--- src/rtl/regfile_dump_reader.sv ---
// regfile_dump_reader
//
// Walks a 32-entry register file through its two combinational read ports
// and streams every register from the first index up to LAST_REG out over a
// valid/ready interface. Registers are fetched two at a time into a 2-slot
// snapshot buffer, so each word shows the contents the register had in its
// FETCH cycle.
//
// Parameters
//   LAST_REG        highest register index dumped (1..31)
//
// Configuration macro
//   DUMP_SKIP_ZERO_EN  when defined, the dump starts at register 1 and
//                      register 0 is never presented; otherwise it starts at 0.
//
// Ports
//   Clk            in   clock; all state changes on the rising edge
//   Rst            in   asynchronous active-high reset
//   Start          in   one-cycle dump request, only honoured in IDLE
//   ReadRegister1  out  register file read address, port 1 (ptr)
//   ReadRegister2  out  register file read address, port 2 (ptr+1)
//   ReadData1      in   register file read data, port 1
//   ReadData2      in   register file read data, port 2
//   DumpValid      out  DumpIndex/DumpData hold a word
//   DumpReady      in   consumer accepts the word at the rising edge
//   DumpIndex      out  register number of the current word
//   DumpData       out  register contents of the current word
//   Busy           out  high while fetching or draining
//   Done           out  one-cycle pulse after the last word transfers

module regfile_dump_reader #(
    parameter int LAST_REG = 31
) (
    input  logic        Clk,
    input  logic        Rst,
    input  logic        Start,
    output logic [4:0]  ReadRegister1,
    output logic [4:0]  ReadRegister2,
    input  logic [31:0] ReadData1,
    input  logic [31:0] ReadData2,
    output logic        DumpValid,
    input  logic        DumpReady,
    output logic [4:0]  DumpIndex,
    output logic [31:0] DumpData,
    output logic        Busy,
    output logic        Done
);

    localparam logic [5:0] LAST_IDX = 6'(LAST_REG);
`ifdef DUMP_SKIP_ZERO_EN
    localparam logic [5:0] FIRST_IDX = 6'd1;
`else
    localparam logic [5:0] FIRST_IDX = 6'd0;
`endif

    typedef enum logic [1:0] {
        IDLE  = 2'd0,
        FETCH = 2'd1,
        DRAIN = 2'd2,
        DONE  = 2'd3
    } state_t;

    state_t      state_reg, state_next;
    // 6 bits wide so ptr+1 / ptr+2 past index 31 compare correctly.
    logic [5:0]  ptr_reg, ptr_next;
    logic        sel_reg, sel_next;          // buffer slot being presented
    logic [1:0]  slot_valid_reg, slot_valid_next;
    logic [5:0]  ptr_plus1;
    logic [5:0]  ptr_plus2;
    logic [31:0] rd_data [2];
    logic [31:0] cur_data;
    logic        cur_valid;

    assign ptr_plus1 = ptr_reg + 6'd1;
    assign ptr_plus2 = ptr_reg + 6'd2;
    assign rd_data[0] = ReadData1;
    assign rd_data[1] = ReadData2;

    // Snapshot buffer: both slots load together at the end of FETCH.
    genvar gi;
    generate
        for (gi = 0; gi < 2; gi++) begin : slot_g
            logic [31:0] slot_data_reg;
            always_ff @(posedge Clk or posedge Rst) begin
                if (Rst) begin
                    slot_data_reg <= 32'd0;
                end else if (state_reg == FETCH) begin
                    slot_data_reg <= rd_data[gi];
                end
            end
        end
    endgenerate

    assign cur_data  = sel_reg ? slot_g[1].slot_data_reg : slot_g[0].slot_data_reg;
    assign cur_valid = slot_valid_reg[sel_reg];

    always_ff @(posedge Clk or posedge Rst) begin
        if (Rst) begin
            state_reg      <= IDLE;
            ptr_reg        <= 6'd0;
            sel_reg        <= 1'b0;
            slot_valid_reg <= 2'b00;
        end else begin
            state_reg      <= state_next;
            ptr_reg        <= ptr_next;
            sel_reg        <= sel_next;
            slot_valid_reg <= slot_valid_next;
        end
    end

    always_comb begin
        state_next      = state_reg;
        ptr_next        = ptr_reg;
        sel_next        = sel_reg;
        slot_valid_next = slot_valid_reg;
        ReadRegister1   = 5'd0;
        ReadRegister2   = 5'd0;
        DumpValid       = 1'b0;
        DumpIndex       = 5'd0;
        DumpData        = 32'd0;
        Busy            = 1'b0;
        Done            = 1'b0;

        case (state_reg)
            IDLE: begin
                if (Start) begin
                    ptr_next        = FIRST_IDX;
                    sel_next        = 1'b0;
                    slot_valid_next = 2'b00;
                    state_next      = FETCH;
                end
            end

            FETCH: begin
                Busy          = 1'b1;
                ReadRegister1 = ptr_reg[4:0];
                ReadRegister2 = ptr_plus1[4:0];
                slot_valid_next = {(ptr_plus1 <= LAST_IDX), 1'b1};
                sel_next        = 1'b0;
                state_next      = DRAIN;
            end

            DRAIN: begin
                Busy      = 1'b1;
                DumpValid = cur_valid;
                if (cur_valid) begin
                    DumpIndex = ptr_reg[4:0] + {4'd0, sel_reg};
                    DumpData  = cur_data;
                end
                // An empty slot1 still costs one cycle, which keeps every
                // fetch group at a fixed three cycles.
                if (!cur_valid || DumpReady) begin
                    slot_valid_next[sel_reg] = 1'b0;
                    if (!sel_reg) begin
                        sel_next = 1'b1;
                    end else begin
                        sel_next = 1'b0;
                        if (ptr_plus2 > LAST_IDX) begin
                            state_next = DONE;
                        end else begin
                            ptr_next   = ptr_plus2;
                            state_next = FETCH;
                        end
                    end
                end
            end

            DONE: begin
                Done       = 1'b1;
                state_next = IDLE;
            end

            default: begin
                state_next = IDLE;
            end
        endcase
    end

endmodule

--- config.mk ---
export PLATFORM = sky130hd
export DESIGN_NAME = regfile_dump_reader
export DESIGN_NICKNAME = d
export VERILOG_FILES = /design/src/rtl/regfile_dump_reader.sv
export SDC_FILE = /design/constraint.sdc
export NUM_CORES = 1
export LEC_CHECK = 0
export BUFFER_PORTS_ARGS = -buffer_cell sky130_fd_sc_hd__buf_2
export CORE_ASPECT_RATIO = 1.25
export CORE_UTILIZATION = 54
export CTS_CLUSTER_DIAMETER = 80
export DETAILED_ROUTE_END_ITERATION = 8
export GPL_ROUTABILITY_DRIVEN = 0
export PLACE_DENSITY = 0.81
export SLEW_MARGIN = 10
export SYNTH_ARGS = -nofsm -noshare
export SYNTH_HDL_FRONTEND = slang
export SYNTH_SLANG_ARGS = --single-unit
--- constraint.sdc ---
create_clock -name Clk -period 5.85 [get_ports Clk]
set_clock_uncertainty 0.2 [all_clocks]
set_input_delay 1.17 -clock Clk [delete_from_list [all_inputs] [get_ports Clk]]
set_output_delay 1.17 -clock Clk [all_outputs]
set_load 0.03 [all_outputs]
==> impl_metrics.csv <==
group,metric,value,unit
timing,rsz0062_at_grt,"no",
yosys,yosys.area_share.simple,0.0838,
final_layout,layout-drive-gt1-share,0.520,
timing,fin_crit,3.98,ns
status,status,"completed",
yosys,synth_xor_area_frac,0,
die,start_util,0.569,
power,vdd_drop_max,0.000437,V
final_layout,largest_reg_flops,64,
global_route,grtUsageTotal,0.211,
yosys,syn-num-nets,355,
place,place_ws,2.21,ns
yosys,synth_area_leaders,"dfrtp_1 (52%), mux2_2 (21%), mux2i_1 (9.3%)",
global_route,antenna_found_initial,0,
min_path,worstHoldPathType,"reg2reg",
timing,post-route-worst-setup-slack,1.87,ns
die,ios,118,
yosys,synthAdderAreaFrac,0.0176,
yosys,netlist_area,3550,um^2
detailed_routing,firstDrtPassIters,4,
clock_tree,cts.hold.buffers_added,0,
flow_run,drv_cap,0,
yosys,synth_compound_area_frac,0.0395,
setup_path,crit_arrival,2.61,ns
detailed_routing,wirelength,6.95,mm
setup_path,cp-end-kind,"output pin",
detailed_routing,via_per_inst,5.24,
timing,finalHoldViolCount,0,
final_layout,fin_nets,468,
clock_tree,worstSkewPairLatency,0.34,ns
setup_path,start_kind,"flip-flop",
detailed_routing,ant_nets,0,
yosys,netlist.area_leader.share,0.521,
yosys,synth_top_family_by_area,"multiplexers",
detailed_routing,drtIter0Drc,71,
timing,finalSetupTns,0,ns
clock_tree,numCtsBuffers,9,
detailed_routing,num_vias,2540,
clock_tree,clk_path_buf_depth,2,
final_layout,diodes,0,
die,die_h,92.7,um
global_route,grt_pass1_vias,2506,
clock_tree,clock_sinks,74,
power,leakage,2.21,nW
yosys,muxShareOfSynthArea,0.303,
setup_path,cp_data_required_time,4.48,ns
die,die_x,74.5,um
place,portBuffers,116,
clock_tree,cts_resized,0,
yosys,async_flop_share,1.00,
timing,drv_slew,0,
clock_tree,cts-root-buf,"clkbuf_8",
timing,finalCritPeriodShare,0.681,
yosys,ys.flop_type,"dfrtp_1",
yosys,syn_avg_cell_area,12.6,um^2
global_route,grt-ovfl-total,0,
yosys,synth_most_common_cell,"dfrtp_1",
die,die_area,6910,um^2
place,dp_hpwl,4.88,mm
detailed_routing,wl_per_cell,14.3,um
setup_path,crit_path_max_fanout,38,
clock_tree,post_cts_buffers,0,
timing,max_freq,251,MHz
setup_path,critical_path_class,"reg2out",
yosys,yosysSeqAreaShare,0.521,
timing,tightest_slew,0.724,ns
yosys,synth_edf_count,0,
yosys,synthDistinctLibCells,33,
timing,setup_violations,0,
global_route,grt_start_max_net_pins,55,
clock_tree,cts_tree,"yes",
yosys,synth_area_leader_cell,"dfrtp_1",
timing,relSlewSlack,0.517,
power,p_per_area,521,nW/um^2
die,core,6250,um^2
yosys,syn_inst,282,
detailed_routing,drc_errors,0,
clock_tree,htree_num_levels,3,
yosys,yosysWarnings,0,
die,row_count,32,
final_layout,syn_to_final_growth,23.8,%
yosys,ys_top_cells_by_count,"dfrtp_1 (74), mux2_2 (65), nor2_1 (34)",
global_route,grt_pass1_wl,11.1,mm
clock_tree,path_clk_slew,0.08,ns
yosys,ys_seq_elements,74,
==> layout by cell type (no fill, tap or decap), types with 2 or more instances in the layout <==
cell type	Yosys	layout
buf_2	8	116
dfrtp_1	74	73
mux2_2	65	65
nor2_1	34	34
mux2i_1	33	33
clkbuf_8	0	10
and2_1	9	9
inv_1	7	6
nand2_1	6	6
and3_1	5	5
nor2b_1	4	4
ha_1	5	4
buf_4	2	4
a21oi_1	3	3
nand3_1	2	2
a211o_1	2	2
clkinv_2	0	2
bufinv_16	0	2
==> path summary, 6_finish.rpt <==
check	depth (start not counted)	startpoint	slack [ns]	end
min in group asynchronous	2	Rst	0.74	slot_g[1].slot_data_reg[1]
worst min register to register	1	slot_g[0].slot_data_reg[6]	0.31	slot_g[0].slot_data_reg[6]
worst min-delay path	1	slot_g[0].slot_data_reg[6]	0.31	slot_g[0].slot_data_reg[6]
max in group asynchronous	3	Rst	3.72	sel_reg
worst max-delay path	6	sel_reg	1.87	DumpData[3]
worst max register to register	6	state_reg[0]	3.42	ptr_reg[3]
==> report_power, final <==
group	internal (mW)	switching (mW)
combinational	0.492	0.470
clock	0.251	0.182
sequential	0.763	0.133
total	1.51	0.785
==> final cells by class <==
cell class                      count  area, um^2
Clock buffer                       11         141
Sequential cell                    74        1850
Multi-Input combinational cell    183        1580
Timing Repair Buffer              120         611
Clock inverter                      5        77.6
Tap cell                           85         106
Fill cell                         499        1850
Inverter                            7        26.3
==> per-stage QoR <==
stage               cell area, um^2  cells  utilization  hold slack [ns]  total power [mW]
floorplan                      3550    282            -            0.265              1.68
global placement               4180    469        0.669            0.288              1.83
detailed placement             4180    469        0.669            0.295              1.88
CTS                            4400    485        0.704            0.311              2.31
global route                   4400    485        0.704            0.318              2.44
finish                         4400    485        0.704            0.306              2.29
==> cell families after synthesis <==
family                   count (synthesis)
AO/OA/AOI/OAI                           15
adder cells (fa/ha/maj)                  5
buffers and inverters                   25
flip-flops                              74
multiplexers                            99
other                                    1
AND/OR/NAND/NOR                         63
==> worst max-delay path, stage by stage (launching register included) <==
cell	delay (ns)
dfrtp_2	0.34
buf_4	0.51
mux2_4	0.39
nand2_1	0.41
buf_4	0.33
nor2_1	0.08
buf_2	0.18
==> metal layers <==
metal	vias to the layer above	global-route usage	wire [um]
met4	0	0.110	124
met2	70	0.352	3630
li1	1200	-	-
met1	1261	0.244	2850
met5	-	0	0
met3	9	0.0522	343
No activity file was read; power rests on OpenSTA's default activity.
